`src/rtl/cpu_pkg.sv`:
```
// Shared types and constants for the multi-cycle control sequencer.
package cpu_pkg;

  typedef enum logic [2:0] {
    FETCH    = 3'd0,
    DECODE   = 3'd1,
    EXEC     = 3'd2,
    FPU_WAIT = 3'd3,
    MEM      = 3'd4,
    WB       = 3'd5
  } seq_state_t;

  localparam logic PC_SEL_SEQ = 1'b0;
  localparam logic PC_SEL_TGT = 1'b1;

  localparam int unsigned INSTR_W = 32;

  // States in which the sequencer waits on an external completion signal.
  function automatic logic is_wait_state(input seq_state_t s);
    return (s == FPU_WAIT) || (s == MEM);
  endfunction

endpackage

```
`src/rtl/wait_watchdog.sv`:
```
// Counts cycles spent waiting on memory or the FPU; flags expiry on the last allowed cycle.
module wait_watchdog #(
  parameter int unsigned WATCHDOG_CYCLES = 64
) (
  input  logic clk,
  input  logic reset_n,
  input  logic clear,
  input  logic enable,
  output logic expired
);

  localparam int unsigned WD_W = $clog2(WATCHDOG_CYCLES);
  localparam logic [WD_W-1:0] LAST = WD_W'(WATCHDOG_CYCLES - 1);

  logic [WD_W-1:0] wd;

  // Wait-cycle counter: cleared on the cycle before entering a wait state, saturates at the last cycle.
  always_ff @(posedge clk or negedge reset_n) begin
    if (!reset_n) begin
      wd <= '0;
    end else if (clear) begin
      wd <= '0;
    end else if (enable && (wd != LAST)) begin
      wd <= wd + WD_W'(1);
    end
  end

  assign expired = enable && (wd == LAST);

endmodule

```
`src/rtl/multicycle_sequencer.sv`:
```
// Multi-cycle control sequencer: owns the instruction register and turns static decoder
// control bits into per-cycle fetch, PC, memory, FPU and register-file strobes.
module multicycle_sequencer
  import cpu_pkg::*;
#(
  parameter int unsigned WATCHDOG_CYCLES = 64,
  parameter int unsigned CNT_W           = 32
) (
  input  logic               clk,
  input  logic               reset_n,
  input  logic               imem_ready,
  input  logic [INSTR_W-1:0] instr_in,
  output logic [INSTR_W-1:0] ir_out,
  input  logic               dec_reg_wr,
  input  logic               dec_f_reg_wr,
  input  logic               dec_branch,
  input  logic               dec_jump,
  input  logic               dec_mem_wr,
  input  logic               dec_mem_rd,
  input  logic               dec_fpu_op,
  input  logic               branch_cond,
  input  logic               dmem_ready,
  input  logic               fpu_done,
  output logic               imem_req,
  output logic               pc_wr,
  output logic               pc_sel,
  output logic               dmem_req,
  output logic               dmem_wr,
  output logic               fpu_start,
  output logic               reg_wr_en,
  output logic               f_reg_wr_en,
  output logic [2:0]         state,
  output logic [CNT_W-1:0]   retired,
  output logic               timeout_err
);

  seq_state_t state_q;
  logic       wd_expired;
  logic       target_taken;

  assign state        = state_q;
  assign target_taken = !dec_fpu_op && (dec_jump || (dec_branch && branch_cond));

  wait_watchdog #(
    .WATCHDOG_CYCLES(WATCHDOG_CYCLES)
  ) u_watchdog (
    .clk    (clk),
    .reset_n(reset_n),
    .clear  (state_q == EXEC),
    .enable (is_wait_state(state_q)),
    .expired(wd_expired)
  );

  // PC strobes: fetch acceptance and taken branch/jump resolve in the cycle they occur.
  always_comb begin
    pc_wr  = 1'b0;
    pc_sel = PC_SEL_SEQ;
    if (state_q == FETCH) begin
      pc_wr = imem_req && imem_ready;
    end else if ((state_q == EXEC) && target_taken) begin
      pc_wr  = 1'b1;
      pc_sel = PC_SEL_TGT;
    end
  end

  // Sequencer FSM; remaining strobes are registered against the state being entered.
  always_ff @(posedge clk or negedge reset_n) begin
    if (!reset_n) begin
      state_q     <= FETCH;
      ir_out      <= '0;
      retired     <= '0;
      timeout_err <= 1'b0;
      imem_req    <= 1'b0;
      dmem_req    <= 1'b0;
      dmem_wr     <= 1'b0;
      fpu_start   <= 1'b0;
      reg_wr_en   <= 1'b0;
      f_reg_wr_en <= 1'b0;
    end else begin
      imem_req    <= 1'b0;
      dmem_req    <= 1'b0;
      dmem_wr     <= 1'b0;
      fpu_start   <= 1'b0;
      reg_wr_en   <= 1'b0;
      f_reg_wr_en <= 1'b0;
      unique case (state_q)
        FETCH: begin
          if (imem_req && imem_ready) begin
            ir_out  <= instr_in;
            state_q <= DECODE;
          end else begin
            imem_req <= 1'b1;
          end
        end
        DECODE: begin
          state_q   <= EXEC;
          fpu_start <= dec_fpu_op;
        end
        EXEC: begin
          if (dec_fpu_op) begin
            state_q <= FPU_WAIT;
          end else if (dec_mem_wr || dec_mem_rd) begin
            state_q  <= MEM;
            dmem_req <= 1'b1;
            dmem_wr  <= dec_mem_wr;
          end else if (dec_reg_wr || dec_f_reg_wr) begin
            state_q     <= WB;
            reg_wr_en   <= dec_reg_wr;
            f_reg_wr_en <= dec_f_reg_wr;
          end else begin
            state_q  <= FETCH;
            imem_req <= 1'b1;
            retired  <= retired + CNT_W'(1);
          end
        end
        FPU_WAIT: begin
          if (fpu_done) begin
            state_q     <= WB;
            reg_wr_en   <= dec_reg_wr;
            f_reg_wr_en <= dec_f_reg_wr;
          end else if (wd_expired) begin
            state_q     <= FETCH;
            imem_req    <= 1'b1;
            timeout_err <= 1'b1;
          end
        end
        MEM: begin
          if (dmem_ready) begin
            if (dec_mem_rd) begin
              state_q     <= WB;
              reg_wr_en   <= dec_reg_wr;
              f_reg_wr_en <= dec_f_reg_wr;
            end else begin
              state_q  <= FETCH;
              imem_req <= 1'b1;
              retired  <= retired + CNT_W'(1);
            end
          end else if (wd_expired) begin
            state_q     <= FETCH;
            imem_req    <= 1'b1;
            timeout_err <= 1'b1;
          end else begin
            dmem_req <= 1'b1;
            dmem_wr  <= dec_mem_wr;
          end
        end
        WB: begin
          state_q  <= FETCH;
          imem_req <= 1'b1;
          retired  <= retired + CNT_W'(1);
        end
        default: begin
          state_q  <= FETCH;
          imem_req <= 1'b1;
        end
      endcase
    end
  end

endmodule

```
`config.mk`:
```
export PLATFORM = sky130hd
export DESIGN_NAME = multicycle_sequencer
export DESIGN_NICKNAME = d
export VERILOG_FILES = /design/src/rtl/cpu_pkg.sv /design/src/rtl/wait_watchdog.sv /design/src/rtl/multicycle_sequencer.sv
export SDC_FILE = /design/constraint.sdc
export NUM_CORES = 1
export LEC_CHECK = 0
export ABC_AREA = 1
export CELL_PAD_IN_SITES_DETAIL_PLACEMENT = 1
export CELL_PAD_IN_SITES_GLOBAL_PLACEMENT = 1
export CORE_UTILIZATION = 36
export CTS_CLUSTER_SIZE = 14
export DETAILED_ROUTE_END_ITERATION = 16
export GPL_ROUTABILITY_DRIVEN = 1
export HOLD_SLACK_MARGIN = 0.1
export PLACE_DENSITY = 0.82
export SETUP_SLACK_MARGIN = 0.4
export SYNTH_ARGS = -nofsm -noshare
export SYNTH_HDL_FRONTEND = slang
export SYNTH_SLANG_ARGS = --single-unit
```
`constraint.sdc`:
```
create_clock -name clk -period 3.9 [get_ports clk]
set_clock_uncertainty 0.15 [all_clocks]
set_input_delay 0.78 -clock clk [delete_from_list [all_inputs] [get_ports clk]]
set_output_delay 0.78 -clock clk [all_outputs]
set_load 0.01 [all_outputs]
```
==> results of run 1 <==
layout make-up:
cell class / instances / area [sq um] / area share
sequential: 80 / 2000 / 0.347
multi-input combinational: 419 / 1860 / 0.322
timing repair buffer: 121 / 1210 / 0.209
inverter: 64 / 240 / 0.0416
clock buffer: 11 / 233 / 0.0403
tap: 140 / 175 / 0.0304
clock inverter: 5 / 57.6 / 0.00998
metal layers:
metal,routed length [um],vias up,part of all wire
met2,6510,68,0.52
li1,-,1997,-
met5,0,-,0
met4,284,0,0.023
met3,338,19,0.027
met1,5410,1975,0.43
placed cells by master (no fill, tap or decap), types with 2 or more instances in the layout:
| cell type | Yosys | final |
|---|---|---|
| sky130_fd_sc_hd__nand3b_1 | 7 | 7 |
| sky130_fd_sc_hd__xor2_1 | 13 | 13 |
| sky130_fd_sc_hd__nor2_1 | 69 | 69 |
| sky130_fd_sc_hd__ha_1 | 2 | 2 |
| sky130_fd_sc_hd__dfrtp_1 | 80 | 80 |
| sky130_fd_sc_hd__a21oi_1 | 6 | 6 |
| sky130_fd_sc_hd__nand3_2 | 1 | 2 |
| sky130_fd_sc_hd__nand2_1 | 232 | 232 |
| sky130_fd_sc_hd__inv_1 | 63 | 63 |
| sky130_fd_sc_hd__clkdlybuf4s50_1 | 0 | 119 |
| sky130_fd_sc_hd__clkbuf_16 | 0 | 9 |
| sky130_fd_sc_hd__clkinvlp_4 | 0 | 3 |
| sky130_fd_sc_hd__buf_4 | 2 | 2 |
| sky130_fd_sc_hd__clkbuf_1 | 3 | 2 |
| sky130_fd_sc_hd__o21ai_0 | 44 | 44 |
| sky130_fd_sc_hd__nand3_1 | 25 | 24 |
| sky130_fd_sc_hd__nor3_1 | 5 | 5 |
| sky130_fd_sc_hd__nand2_2 | 3 | 3 |
| sky130_fd_sc_hd__xnor2_1 | 6 | 6 |
final timing paths:
check	end	startpoint	cells past startpoint	slack [ps]
setup / recovery	pc_wr	dec_fpu_op	5	670
hold / removal	timeout_err	timeout_err	1	330
setup reg to reg	retired[21]	state[0]	9	1690
hold reg to reg	timeout_err	timeout_err	1	330
max in group asynchronous	retired[24]	reset_n	1	2450
min in group asynchronous	ir_out[15]	reset_n	1	480
registers in the layout, indices dropped and copies added, names as in the netlist, 3 cells and up:
register,count
state,3
ir_out,32
u_watchdog.wd,6
retired,32
cells in the mapped netlist (4+ instances only):
cell / count / area, sq um
sky130_fd_sc_hd__nor2_1: 69 / 259
sky130_fd_sc_hd__dfrtp_1: 80 / 2000
sky130_fd_sc_hd__buf_2: 4 / 20.0
sky130_fd_sc_hd__xnor2_1: 6 / 52.6
sky130_fd_sc_hd__inv_1: 63 / 236
sky130_fd_sc_hd__a21oi_1: 6 / 30.0
sky130_fd_sc_hd__nand3_1: 25 / 125
sky130_fd_sc_hd__nor3_1: 5 / 25.0
sky130_fd_sc_hd__o21ai_0: 44 / 220
sky130_fd_sc_hd__nand2_1: 232 / 871
sky130_fd_sc_hd__nand3b_1: 7 / 52.6
sky130_fd_sc_hd__xor2_1: 13 / 114
worst max-delay path: cells and delay by family:
kind	cells	cell delay [ps]
buffers and inverters	3	1170
AND/OR/NAND/NOR	1	190
AO/OA/AOI/OAI	1	150
through the flow:
step | setup WS [ps] | cell area (sq um)
final | 670 | 5770
after global routing | 596 | 5770
after CTS | 690 | 5770
after detailed placement | 682 | 5480
after global placement | 720 | 5480
after floorplan | 1540 | 4170
kinds of logic (layout without fill, tap and decap cells):
| family | Yosys count | after routing | share of synthesized area |
|---|---|---|---|
| xor+xnor | 19 | 19 | 0.0399 |
| compound gates | 53 | 53 | 0.0657 |
| simple gates | 345 | 345 | 0.332 |
| buf+inv | 76 | 201 | 0.0768 |
| fa+ha+maj | 2 | 2 | 0.00600 |
| flops | 80 | 80 | 0.480 |
power groups by stage:
stage | combinational [W] | sequential, W | clock [W]
after global routing | 0.00137 | 0.00127 | 0.000890
after CTS | 0.00126 | 0.00124 | 0.000863
after floorplan | 0.000534 | 0.00132 | 0
final | 0.00124 | 0.00124 | 0.000844
after detailed placement | 0.00125 | 0.00125 | 0
after global placement | 0.00121 | 0.00124 | 0
==> impl.org, run 1 <==
** Run status
- The flow ran to the end, and the final reports show no timing, DRC or antenna violations.

** Power
- Clock group share of total power :: 0.253
- Overall power consumption after layout is estimated at roughly 0.0033 W.
- The analysis attributes to cell leakage a power of 2.70 nW.
- Switching power :: about 0.0012 W
- In this run the power density over the cells is ~580 mW/mm^2.
- Portion of total power attributed to sequential cells :: 0.373
- Cell Int Power :: 0.00214 W
- Part of the total power dissipated in combinational logic :: 0.374
- Of the total power, the share spent switching nets is 0.358.
- VDD sags by at most between 0.0004 and 0.0005 V.

** Clock tree
- TritonCTS built the clock tree.
- No sink is reached through more buffers than the 2 on the longest clock path.
- Clock transition at the register clock pins on the worst setup and hold paths after CTS :: 60 ps
- TritonCTS Sinks :: 80
- Post-CTS repair changed the size of 0 cells.
- Buffers added to address setup during post-CTS repair amount to 0.
- In this run, CTS created clock tree buffers numbering 9.
- Hold repair after CTS inserted 0 buffers.
- Root buffer cell :: sky130_fd_sc_hd__clkbuf_16
- Clk_lat worst skew :: 340 ps
- Clock H-tree levels :: 3

** Route
- For this block, the via count after detailed routing is 4059.
- The final layout contains routed wiring with a total length of 12500 um.
- After detailed routing, the number of remaining DRC violations is 0.
- Antenna violation net count after detailed routing :: 0
- In the final routed layout, each cell accounts on average for around 15 um.
- After the first detailed-routing iteration, the DRC count stood at 131.
- Number of optimization iterations in the first detailed-route pass :: 4
- Vias per inst :: 4.83

** Logic synthesis
- Gate Count Post-Synth :: 575
- Mean Syn Cell Area :: 7.26 sq um
- Main synth FF type :: sky130_fd_sc_hd__dfrtp_1
- Count of unique library cells instantiated by Yosys :: 25
- The synthesized design contains 80 register bits.
- In this run the cell area of the synthesized design comes to 0.00417 sq mm.
- Proportion of synthesized chip area in sequential cells :: 0.480
- The Yosys step of the flow raised 0 warnings.
- Syn Nets :: 622
- The synthesized design contains 0 enable-type register cells.
- Async SR Flop Fraction :: 1.00

** Placed design
- Placed Instances :: a little over 800
- At the end of routability-driven placement, the weighted congestion stood at 0.874.
- I/O Buffers :: 120
- Detailed placement finished with a half-perimeter wire length of 9320 um.

** Floorplan
- For this design the top-level I/O count stands at 121.
- Measured along the y axis, the die boundary spans about 110 um.
- The floorplan step defined a die boundary enclosing around 0.012 sq mm.
- Overall die width :: 110 um
- Core Rows :: 38
- Core outline area :: about 0.011 sq mm
- For this configuration, the core starts out at a cell density of 0.377.

** Critical path
- Sort of element at the end of the critical path :: output pin
- By startpoint and endpoint, the worst setup path is classified as in -> out.
- Critical Path Most Common Cell :: sky130_fd_sc_hd__clkdlybuf4s50_1
- Startpoint type of the worst setup path :: primary input
- Arrival time at the worst endpoint :: 2300 ps
- The largest individual stage delay along the critical path comes from the cell sky130_fd_sc_hd__clkdlybuf4s50_1.
- Critical path, cell by cell :: clkdlybuf4s50_1 -> nor2_1 -> inv_1 -> o21ai_0 -> clkdlybuf4s50_1
- At the worst endpoint, the required time is 2970 ps.
- In this run the worst path has a maximum fanout of 6.
- Worst stage delay on the critical path :: approximately 560 ps

** Global route
- Met3 layer usage reported by global route :: 0.0338
- Antenna violations before repair :: 0
- The number of global-route vias before repair is about 4300.
- For met1 alone, demand over resource in global routing was 0.267.
- GR Util All Layers :: 0.225
- Largest net degree at the start of global routing :: around 80
- The global routing stage identified its most utilized layer as met2.
- The total overflow left after global routing is 0.
- Wire length of the first global-routing pass :: 20600 um
- GRT met2 Usage :: 0.404

** Timing
- Number of pins with negative max-slew slack in the final report :: 0
- Setup violations remaining at the end of the flow were counted as 0.
- In the final timing run, aggregate negative setup slack is 0 ps.
- Worst hold slack :: 332 ps
- After layout, the minimum clock period comes to 3230 ps.
- Final number of hold-violating endpoints :: 0
- Relative slew margins :: 0.300
- Transition at the pin with the smallest max-transition slack :: ~1100 ps
- RSZ-0062 raised after global routing :: false
- Derived from the worst setup path, the maximum achievable clock frequency is between 0.3 and 0.4 GHz.
- Crit share post-route :: 0.828

** Layout
- Of the cells placed in the final design, the portion with a size suffix greater than 1 is 0.0343.
- Non-filler instance count after layout :: 840
- Fraction of the core area covered by cells at the end of the flow :: 0.521
- Layout Area Growth over Synthesis :: 38.3%
- Layout net count :: about 740
- After filler insertion, the fill cell instance count of the layout stands at ~1400.
- Number of diodes added for antenna fixing :: 0

** Run
- Number of max-cap violations :: 0

** Hold path
- Min-Delay Path Class :: reg -> reg
(Power assumes the default switching activity.)
==> inputs of run 2 (changes only) <==
Settings changed: CORE_UTILIZATION 36 to 30, PLACE_DENSITY 0.82 to 0.73.
Clock period 3.9 ns to 2.8 ns, I/O delays scaled along.
==> impl.org, run 2 (same netlist as run 1, synthesis figures left out) <==
** Run status
- Result of the run :: finished clean

** Placed design
- The number of instances in the placed design was 866 (+5.1%).
- Final weighted congestion in routability-driven placement :: 0.810 (-7.3%)
- I/O Buffers :: 120 (unchanged)
- The HPWL after detailed placement came to 9800 um (+5.1%).

** Timing
- Relative slew margins :: 0.595 (+0.295)
- Number of pins with negative max-slew slack in the final report :: 0 (unchanged)
- RSZ-0062 raised after global routing :: false
- The setup TNS is 0 ps (unchanged).
- F_max :: ~0.44 GHz
- Final number of hold-violating endpoints :: 0 (unchanged)
- Period minus WS final :: 2270 ps
- Crit share post-route :: 0.810
- Transition at the pin with the smallest max-transition slack :: 608 ps (-442 ps)
- The count of final setup violators is 0 (unchanged).

** Critical path
- Startpoint type of the worst setup path :: register
- The data arrival time at the worst-slack endpoint is 1560 ps (-740 ps).
- The startpoint identified for the worst register-to-register timing path is state[1].
- The depth of the worst register-to-register path is 8 (-1).
- Count of buffer and inverter cells on the critical path :: 2 (-1)
- Crit-path max FO :: 9 (+3)
- Number of cells on the critical path :: 6 (+1)
- Setup CP Type :: reg -> out
- The largest incremental delay on the critical path came to 460 ps (-100 ps).
- Sort of element at the end of the critical path :: output pin
- In this run the worst setup path begins at state[2].
- Required time at the worst-slack endpoint :: 2090 ps (-880 ps)
- Walking the worst path, the cells encountered are nor2_4 -> nand2_4 -> nor2_2 -> inv_1 -> o21ai_1 -> clkbuf_2.
- Family of cells with the greatest summed delay on the critical path :: flip-flops
- Standard cell with the maximum stage delay on the critical path :: sky130_fd_sc_hd__dfrtp_2

** Layout
- Fraction of the core area covered by cells at the end of the flow :: 0.441 (-0.0798)
- The largest registers in the layout are ir_out (32), retired (32), u_watchdog.wd (6).
- The area of the multi-input gates came to 0.00187 sq mm (+0.94%).
- Layout cell share with drive strength beyond 1 :: 0.0537 (+0.0194)
- Commonest cells after routing, fill and taps aside :: sky130_fd_sc_hd__nand2_1, sky130_fd_sc_hd__clkdlybuf4s50_1, sky130_fd_sc_hd__dfrtp_1, sky130_fd_sc_hd__nor2_1, sky130_fd_sc_hd__inv_1
- The sequential cell area was 0.00200 sq mm (about the same).
- Non-filler instance count after layout :: 884 (+5.2%)
- Layout Area Growth over Synthesis :: 41.6%
- Filler cells :: 1675 (+20%)
- Leaving out fill and tap cells, the most frequent cell in the layout is sky130_fd_sc_hd__nand2_1.
- The number of inserted diodes came to 0 (unchanged).
- Layout net count :: 750 (+1.1%)

** Clock tree
- Max Buffers Root-to-Sink :: 2 (unchanged)
- Clock transition at the register clock pins on the worst setup and hold paths after CTS :: 70 ps (about the same)
- The depth of the CTS H-tree came to 3 (unchanged).
- Root buffer cell :: sky130_fd_sc_hd__clkbuf_16
- The number of buffers created by CTS is 9 (unchanged).
- The total clock sinks was 80 (unchanged).
- The clock latency of the later-clocked register in the worst-skew pair was 350 ps (about the same).
- TritonCTS built the clock tree.

** Floorplan
- The standard-cell row count was 42 (+11%).
- The effective utilization at floorplan was 0.311 (-0.0653).
- Overall die width :: 120 um (+9.4%)
- The die area came to 0.0144 sq mm (+20%).
- Core outline area :: 0.0134 sq mm (+21%)
- Floorplan die height :: 120 um (+9.4%)
- The I/O pin count was 121 (unchanged).

** Route
- The sum of routed wire length over all layers is 13100 um (+4.1%).
- The ratio of routed vias to standard cells came to 4.67 (-3.4%).
- The iteration-0 DRC count of the detailed router is 191 (+46%).
- The remaining design rule violation count is 0 (unchanged).
- The first-pass iteration count of the detailed router is 4 (unchanged).
- Antenna violation net count after detailed routing :: 0 (unchanged)
- The via count of the routed design was 4125 (+1.6%).
- The per-cell routed wire length came to 14.8 um (-1.1%).

** Global route
- GR Util All Layers :: 0.195 (-0.0305)
- The initial antenna violation count is 0 (unchanged).
- Number of global-route vias before repair :: 4417 (+3.6%)
- Wire length of the first global-routing pass :: 22000 um (+6.8%)
- Total global routing overflow :: 0 (unchanged)
- The largest net degree at the start of global routing came to 65 (-20%).

** Hold path
- The worst hold path begins at ir_out[27].
- Worst Hold Path Cells :: 2 (+1)
- Min-Delay Path Class :: reg -> reg

** Power
- The ratio of total power to cell area came to 803 mW/mm^2 (+39%).
- P_leak :: 2.76 nW (+2.2%)
- The peak supply drop was 0.000386 V (-3.7%).

** Run
- Number of max-cap violations :: 0 (unchanged)
==> run 2: layout make-up <==
| cell class | count | share of cell area |
|---|---|---|
| timing repair buffer | 129 | 0.217 |
| inverter | 64 | 0.0407 |
| clock inverter | 6 | 0.00847 |
| clock buffer | 10 | 0.0404 |
| tap | 176 | 0.0373 |
| multi-input combinational | 419 | 0.317 |
| sequential | 80 | 0.339 |
==> run 2: through the flow <==
stage                     area, sq um  hold WS [ps]  worst slack [ps]  total power, W
after floorplan                  4170           114               757         0.00258
after global placement           5590           317               152         0.00349
after detailed placement         5590           326              92.3         0.00358
after CTS                        5900           342               296         0.00480
after global routing             5910           365               457         0.00506
final                            5910           341               532         0.00474
==> run 2: worst paths after layout <==
check                              end  slack (ps)
setup / recovery                 pc_wr         530
hold / removal              ir_out[27]         340
setup reg to reg           retired[13]         850
hold reg to reg             ir_out[27]         340
max in group asynchronous   ir_out[21]        1240
min in group asynchronous   ir_out[14]         610
==> run 2: what timing repair did <==
| item | 4_1_cts | 5_1_grt |
|---|---|---|
| endpoints found under the setup margin | 2 | 2 |
| hold buffers | 1 | 0 |
| pin swaps | 1 | 0 |
| gates resized for setup | 6 | 6 |
| buffers inserted | 0 | 1 |
| endpoints found under the hold margin | 34 | 0 |
==> run 2: worst min-delay path, delay by kind of cell, from the launching register on <==
family / cells / cell delay (ps)
DFF: 1 / 350
and+or+nand+nor: 1 / 50
AOI/OAI and AO/OA: 1 / 60
==> run 2: report_power, final <==
part,leakage (nW),switching [W],internal (W),total (W)
Combinational,1.58,0.000953,0.000875,0.00183
Clock,0.137,0.000538,0.000638,0.00118
Sequential,1.05,0.000266,0.00147,0.00174
==> run 2: metal layers <==
layer | share of wire | GRT usage | vias to the layer above
met1 | 0.43 | 0.230 | 2017
li1 | - | - | 2021
met5 | 0 | 0 | -
met4 | 0.019 | 0.0719 | 0
met2 | 0.51 | 0.343 | 72
met3 | 0.037 | 0.0437 | 15
